`config.mk`:
```
export PLATFORM = sky130hd
export DESIGN_NAME = dadda_mac_8x8
export DESIGN_NICKNAME = d
export VERILOG_FILES = /design/src/rtl/dadda_mac_8x8.sv
export SDC_FILE = /design/constraint.sdc
export NUM_CORES = 1
export LEC_CHECK = 0
export CORE_ASPECT_RATIO = 1.2
export CORE_MARGIN = 4
export CORE_UTILIZATION = 64
export DETAILED_ROUTE_END_ITERATION = 10
export HOLD_SLACK_MARGIN = 0.08
export PLACE_DENSITY = 0.86
export SLEW_MARGIN = 20
export SYNTH_ARGS = -nofsm -noshare
export SYNTH_HDL_FRONTEND = slang
export SYNTH_SLANG_ARGS = --single-unit
```
`constraint.sdc`:
```
create_clock -name clock -period 9 [get_ports clock]
set_input_delay 2.7 -clock clock [delete_from_list [all_inputs] [get_ports clock]]
set_output_delay 2.7 -clock clock [all_outputs]
set_load 0.03 [all_outputs]
```
`src/rtl/dadda_mac_8x8.sv`:
```
// Flow-controlled multiply-accumulate: registered operands, registered 8x8 product,
// wide accumulator, and one frame result held on a valid/ready output.
module dadda_mac_8x8 #(
    parameter int unsigned FRAME_LEN = 16,
    parameter int unsigned ACC_W     = 24
) (
    input  logic             clock,
    input  logic             reset_n,
    input  logic             in_valid,
    output logic             in_ready,
    input  logic [7:0]       in_a,
    input  logic [7:0]       in_b,
    input  logic             in_last,
    output logic             out_valid,
    input  logic             out_ready,
    output logic [ACC_W-1:0] out_sum,
    output logic [15:0]      out_count,
    output logic             out_overflow
);

    typedef enum logic [1:0] {ACCUM, DRAIN, HOLD} state_t;

    // Same arithmetic as the DADDA_8x8_52 partial-product tree, written as
    // shifted partial-product rows so the block stays self-contained.
    function automatic logic [15:0] dadda_8x8_52(input logic [7:0] a, input logic [7:0] b);
        logic [15:0] sum;
        sum = '0;
        for (int i = 0; i < 8; i++) begin
            sum = sum + ({8'd0, a & {8{b[i]}}} << i);
        end
        return sum;
    endfunction

    state_t             state_q, state_d;
    logic               in_ready_q, in_ready_d;
    logic               out_valid_q, out_valid_d;
    logic [7:0]         op_a_q, op_b_q;
    logic               v1_q, v2_q;
    logic [15:0]        prod_q;
    logic [ACC_W-1:0]   acc_q;
    logic               ovf_q;
    logic [15:0]        count_q;
    logic [ACC_W-1:0]   out_sum_q;
    logic [15:0]        out_count_q;
    logic               out_ovf_q;

    logic               accept;
    logic               close;
    logic               drain_done;
    logic               handshake;
    logic [ACC_W:0]     acc_sum;

    assign accept     = in_valid && in_ready_q;
    assign close      = accept && (in_last || (({1'b0, count_q} + 17'd1) == 17'(FRAME_LEN)));
    assign drain_done = (state_q == DRAIN) && !v1_q && !v2_q;
    assign handshake  = out_valid_q && out_ready;
    assign acc_sum    = {1'b0, acc_q} + (ACC_W+1)'(prod_q);

    // NOTE: sequential state uses non-blocking assignments and every register,
    // including the datapath, is cleared by the asynchronous reset so a partial
    // frame can never leak into the next result.
    always_ff @(posedge clock or negedge reset_n) begin
        if (!reset_n) begin
            state_q     <= ACCUM;
            in_ready_q  <= 1'b0;
            out_valid_q <= 1'b0;
        end else begin
            state_q     <= state_d;
            in_ready_q  <= in_ready_d;
            out_valid_q <= out_valid_d;
        end
    end

    // NOTE: defaulting state_d before the case keeps this block latch-free.
    always_comb begin
        state_d = state_q;
        case (state_q)
            ACCUM:   if (close)      state_d = DRAIN;
            DRAIN:   if (drain_done) state_d = HOLD;
            HOLD:    if (handshake)  state_d = ACCUM;
            default:                 state_d = ACCUM;
        endcase
    end

    always_comb begin
        in_ready_d  = (state_d == ACCUM);
        out_valid_d = (state_d == HOLD);
    end

    always_ff @(posedge clock or negedge reset_n) begin
        if (!reset_n) begin
            op_a_q      <= '0;
            op_b_q      <= '0;
            v1_q        <= 1'b0;
            prod_q      <= '0;
            v2_q        <= 1'b0;
            acc_q       <= '0;
            ovf_q       <= 1'b0;
            count_q     <= '0;
            out_sum_q   <= '0;
            out_count_q <= '0;
            out_ovf_q   <= 1'b0;
        end else begin
            v1_q <= accept;
            if (accept) begin
                op_a_q <= in_a;
                op_b_q <= in_b;
            end
            v2_q <= v1_q;
            if (v1_q) prod_q <= dadda_8x8_52(op_a_q, op_b_q);

            // The pipeline is empty in HOLD, so clearing never races an update.
            if (handshake) begin
                acc_q   <= '0;
                ovf_q   <= 1'b0;
                count_q <= '0;
            end else begin
                if (v2_q) begin
                    acc_q <= acc_sum[ACC_W-1:0];
                    ovf_q <= ovf_q | acc_sum[ACC_W];
                end
                if (accept) count_q <= count_q + 16'd1;
            end

            if (drain_done) begin
                out_sum_q   <= acc_q;
                out_count_q <= count_q;
                out_ovf_q   <= ovf_q;
            end
        end
    end

    assign in_ready     = in_ready_q;
    assign out_valid    = out_valid_q;
    assign out_sum      = out_sum_q;
    assign out_count    = out_count_q;
    assign out_overflow = out_ovf_q;

endmodule

```
==> flow_summary.ini, run 1 <==
[status]
outcome = completed

[floorplan]
die_x_um = 109
start_util = 0.651
io_pins = 64
coreArea_sq_mm = 0.0121
rows = 44
die_h_um = 129
die_area_sq_mm = 0.0141

[place]
dpl.hpwl_mm = 12.4
routabilityCongestion = 0.902
pre_cts_ws_ps = 4200
io_buffers = 63
place_area_sq_mm = 0.00855

[critical_path]
crit_path_max_fanout = 9
endpoint_kind = flop
start_kind = flop
crit_arrival_ps = 4920
critPathRequiredTime_ps = 9290
path_class = reg2reg

[route]
wl_per_cell_um = 17.4
vias = 5999
drc = 0
wl_mm = 17.5
ant_nets = 0
first_pass_iters = 6
viasPerCell = 5.95
drt_iter0_drc = 380

[global_route]
grt_pass1_wl_mm = 30.1
grt_overflow = 0
grt.total_usage = 0.272
grt_max_degree = 63
antenna_found_initial = 0
grt_pass1_vias = 6255

[timing]
max_freq_mhz = 216
grt_setup_unrepaired = no
max-slew-margin-rel = 0.270
fin_crit_sh = 0.515
fin_tns_setup_ps = 0
worst_slew_pin_slew_ps = 1100
hold_violations = 0
setup_violations = 0
clock_skew_ps = 12.1
finalWorstSetupSlack_ps = 4370
drv_slew = 0
min_period_ps = 4630

[clock_tree]
post_cts_buffers = 0
cts_root_buf = clkbuf_16
cts_tree = yes
clk_pin_slew_ps = 60
cts_resized = 0
cts_buffers = 17
clock_path_buffers = 2
h-tree-depth = 4
clock_sinks = 120
hold_buffers = 0
clkLatencyLatePin_ps = 420

[synth]
synth_cell_types = 60
synth-async-reset-ratio = 1.00
synth_ff_type = dfrtp_1
synthesis.area_sq_mm = 0.00785
synth_fp_nets = 896
synth-edff-count = 0
avgSynthCellArea_sq_um = 9.96
ys_seq_elements = 120
syn-instance-count = 788
seq_area_frac_synth = 0.383
yosysWarnings = 0

[power]
p_leak_uw = 0.00439
ir_worst_vdd_mv = 0.256
power.density_mw_per_mm2 = 440

[finish]
fin_area_sq_mm = 0.00918
n_antenna_cell = 0
area_growth_syn_to_layout_pct = 16.9
fin_nets = 943
num-fill-cells = 764
drive_gt1_frac = 0.113

[worst_hold_path]
min_path_type = reg2reg

[job]
maxCapViolations = 0
-- worst paths after layout --
check	startpoint	end	slack, ps	cells after the start
worst min register to register	out_sum[22]$_DFFE_PN0P_	out_sum[22]$_DFFE_PN0P_	490	1
max in group asynchronous	reset_n	count_q[15]$_DFFE_PN0P_	5450	2
worst max register to register	op_b_q[3]$_DFFE_PN0P_	prod_q[13]$_DFFE_PN0P_	4370	16
worst max-delay path	op_b_q[3]$_DFFE_PN0P_	prod_q[13]$_DFFE_PN0P_	4370	16
min in group asynchronous	reset_n	prod_q[11]$_DFFE_PN0P_	2340	1
worst min-delay path	out_sum[22]$_DFFE_PN0P_	out_sum[22]$_DFFE_PN0P_	490	1
-- through the flow --
step           std cells   util  hold slack, ps  power, uW
2_1_floorplan        788      -             391       2710
3_3_place_gp         977  0.709             467       3180
3_5_place_dp         977  0.709             478       3280
4_1_cts             1008  0.761             492       4050
5_1_grt             1008  0.761             512       4450
6_report            1008  0.761             489       4040
-- critical path: stages (launching register included) --
cell       delay, ps
dfrtp_1          550
nand2_1          150
fa_1             560
inv_1             50
fa_1             470
inv_1             50
fa_1             530
inv_1             40
ha_1             280
ha_1             230
fa_1             410
a21oi_1          210
o2111ai_1        210
a21o_1           230
a21oi_1          170
xnor2_1           90
mux2_2           260
-- flip-flops by register name (all words and copies together), names as in the netlist --
| signal | cells |
|---|---|
| acc_q | 24 |
| count_q | 16 |
| in_ready | 1 |
| op_a_q | 8 |
| op_b_q | 8 |
| out_count | 16 |
| out_overflow | 1 |
| out_sum | 24 |
| out_valid | 1 |
| ovf_q | 1 |
| prod_q | 16 |
| state_q | 2 |
| v1_q | 1 |
| v2_q | 1 |
-- area by class of cell --
class,count,area [sq um],area share
timing repair buffer,66,651,0.0709
multi-input combinational,571,4480,0.488
clock buffer,18,429,0.0468
tap,161,201,0.0220
sequential,120,3000,0.327
inverter,59,221,0.0241
clock inverter,13,194,0.0211
-- cell usage after synthesis (14+ instances only) --
cell	count	area share
fa_1	39	0.099
ha_1	48	0.077
inv_1	59	0.028
xnor2_1	17	0.019
and2_1	41	0.033
clkbuf_1	22	0.011
mux2_2	50	0.072
nand2_1	108	0.052
nor2_1	43	0.021
nand3_1	24	0.015
dfrtp_1	120	0.38
a21oi_1	32	0.020
xor2_1	20	0.022
o21ai_0	21	0.013
nor3_1	14	0.0089
-- where the power goes --
part / total, uW / internal [uW] / switching, uW
logic: 2380 / 1030 / 1350
clock network: 720 / 466 / 254
registers: 939 / 719 / 221
total: 4040 / 2220 / 1830
-- routing by layer --
metal  part of all wire  wire (um)  track usage
met1               0.40       7040        0.343
met2               0.51       8970        0.458
met3              0.052        907       0.0433
met4              0.033        574        0.126
met5                  0          0            0
-- cell usage in the layout, fill, tap and decap left out, types with 12 or more instances in the layout --
master	instances
nand4_1	12
nor2_1	43
mux2_2	50
ha_1	48
clkbuf_16	17
o21ai_0	21
nand3_1	24
dfrtp_1	120
a21oi_1	32
clkdlybuf4s50_1	62
fa_1	39
xor2_1	20
nor3_1	14
and2_1	41
inv_1	59
nand2_1	108
xnor2_1	17
-- logic make-up after synthesis --
group,Yosys count,synth area share
adders and majority gates,87,0.176
buffers and inverters,97,0.0483
xor gates and xnor gates,37,0.0413
muxes,61,0.0865
AOI/OAI and AO/OA,106,0.0886
and+or+nand+nor,280,0.177
DFF,120,0.383
No activity file was read; power rests on OpenSTA's default activity.
==> inputs of run 2 (changes only) <==
CORE_UTILIZATION = 54   (was 64)
PLACE_DENSITY = 0.77   (was 0.86)
clock period = 4 ns   (was 9 ns; I/O delays follow)
==> run 2 against run 1 <==
  * The flow now finishes with violations (setup timing)
  * Maximum frequency increased by 11%
  * Cell area increased by 6.5%
  * Non-clock buffer count increased by 44
  * Global-route usage decreased by 4.3 points
  * Core utilization decreased by 7.7 points
  * Die area increased by 17%
  * Clock skew decreased by 3.6 ps
  * Count of clock-buffer cells in the layout increased by 2
  * Sequential share of layout area decreased by 1.8 points
  * First-iteration DRC count decreased by 13%
  * Cell count increased by 5.8%
  * Hold slack got worse by 7.7 ps
==> flow_summary.ini, run 2 (same netlist as run 1, synthesis figures left out) <==
[floorplan]
die_area_sq_mm = 0.0165
start_util = 0.549
die_x_um = 118
coreArea_sq_mm = 0.0143
io_pins = 64
die_h_um = 140
rows = 48

[clock_tree]
h-tree-depth = 4
cts_tree = yes
clkLatencyLatePin_ps = 420
cts_root_buf = clkbuf_16
hold_buffers = 0
clk_pin_slew_ps = 60
clock_path_buffers = 2
cts_buffers = 17
clock_sinks = 120

[timing]
hold_violations = 0
grt_setup_unrepaired = yes
fin_tns_setup_ps = -737
setup_violations = 6
fin_crit_sh = 1.05
max-slew-margin-rel = 0.321
worst_slew_pin_slew_ps = 1020
max_freq_mhz = 239
drv_slew = 0
finalWorstSetupSlack_ps = -191
min_period_ps = 4190
clock_skew_ps = 8.46

[critical_path]
endpoint_kind = flop
r2r_slack_ps = -190
crit_arrival_ps = 4490
critical_path.max_stage_delay_ps = 550
critical_path.endpoint = prod_q[15]$_DFFE_PN0P_
rr_startpoint = op_a_q[2]$_DFFE_PN0P_
start_kind = flop
path_common_cell = fa_1
crit_path_max_fanout = 5
critPathRequiredTime_ps = 4300
crit_chain = and2_4, fa_1, inv_2, fa_1, inv_1, fa_1, inv_1, fa_1, inv_2, ha_4, nand3_2, o2111ai_2, a21o_1, o22ai_2, xnor2_1, mux2_4
path_class = reg2reg
ff2ff_path_depth = 16
cpMaxStageDelayCell = fa_1
reg2reg_to = prod_q[15]$_DFFE_PN0P_
crit_path_start = op_a_q[2]$_DFFE_PN0P_

[global_route]
antenna_found_initial = 0
grt_pass1_wl_mm = 31.2
grt_pass1_vias = 6423
grt_max_degree = 72
grt_overflow = 0
grt.total_usage = 0.229

[finish]
layout_commonest_cell = dfrtp_1
n_antenna_cell = 0
fin_nets = 987
drive_gt1_frac = 0.219
final_cell_mix = dfrtp_1 (108), nand2_1 (106), clkdlybuf4s50_1 (62)
post_layout_nonfiller_instances = 1066
area_growth_syn_to_layout_pct = 24.5

[worst_hold_path]
min_path_type = reg2reg

[place]
io_buffers = 63
dpl.cell_count = 1021
routabilityCongestion = 0.927
dpl.hpwl_mm = 13.3

[route]
wl_mm = 18.1
wl_per_cell_um = 17.0
first_pass_iters = 5
drt_iter0_drc = 330
ant_nets = 0
drc = 0
vias = 6078
viasPerCell = 5.70

[job]
maxCapViolations = 0

[status]
failed_checks = setup timing
outcome = finished, violations left
[run 2: what timing repair did]
item,CTS,global route
resized for setup,24,21
setup endpoints to repair,6,7
buffers inserted,5,9
pin swaps,29,25
gates cloned,0,0
[run 2: how the worst min path moves through the flow]
stage / cells after the start / from / end
CTS: 1 / out_sum[15]$_DFFE_PN0P_ / out_sum[15]$_DFFE_PN0P_
floorplan: 0 / v1_q$_DFF_PN0_ / v2_q$_DFF_PN0_
global route: 1 / out_sum[22]$_DFFE_PN0P_ / out_sum[22]$_DFFE_PN0P_
finish: 1 / out_sum[15]$_DFFE_PN0P_ / out_sum[15]$_DFFE_PN0P_
global placement: 1 / out_sum[15]$_DFFE_PN0P_ / out_sum[15]$_DFFE_PN0P_
detailed placement: 1 / out_sum[15]$_DFFE_PN0P_ / out_sum[15]$_DFFE_PN0P_
[run 2: stage by stage]
stage,worst slack [ps],util,hold slack [ps],instance area [sq um]
final,-191,0.684,481,9770
after global routing,-297,0.684,502,9770
after CTS,-131,0.671,486,9590
after detailed placement,-208,0.622,474,8890
after global placement,-124,0.622,466,8890
after floorplan,-26.6,-,391,7970
[run 2: metal layers]
metal	up-vias	share of wire	global-route usage
met4	0	0.037	0.116
met3	49	0.033	0.0432
li1	2876	-	-
met2	173	0.51	0.388
met1	2980	0.41	0.279
met5	-	0	0
[run 2: layout make-up]
type	count	area [sq um]
Fill cell	1084	4520
Clock buffer	20	457
Multi-Input combinational cell	571	4720
Clock inverter	11	124
Timing Repair Buffer	110	1010
Sequential cell	120	3020
Tap cell	175	219
Inverter	59	224
[run 2: critical path: cells and delay by family, from the launching register on]
kind | cells | cell delay, ps
AOI/OAI and AO/OA | 3 | 510
buffers and inverters | 4 | 190
xor gates and xnor gates | 1 | 130
muxes | 1 | 250
and+or+nand+nor | 2 | 250
DFF | 1 | 440
adders and majority gates | 5 | 2270
Power of run 2 is left out: the tool's default activity adds up to more than one toggle a clock period on the data nets, which glitch-free logic cannot reach.
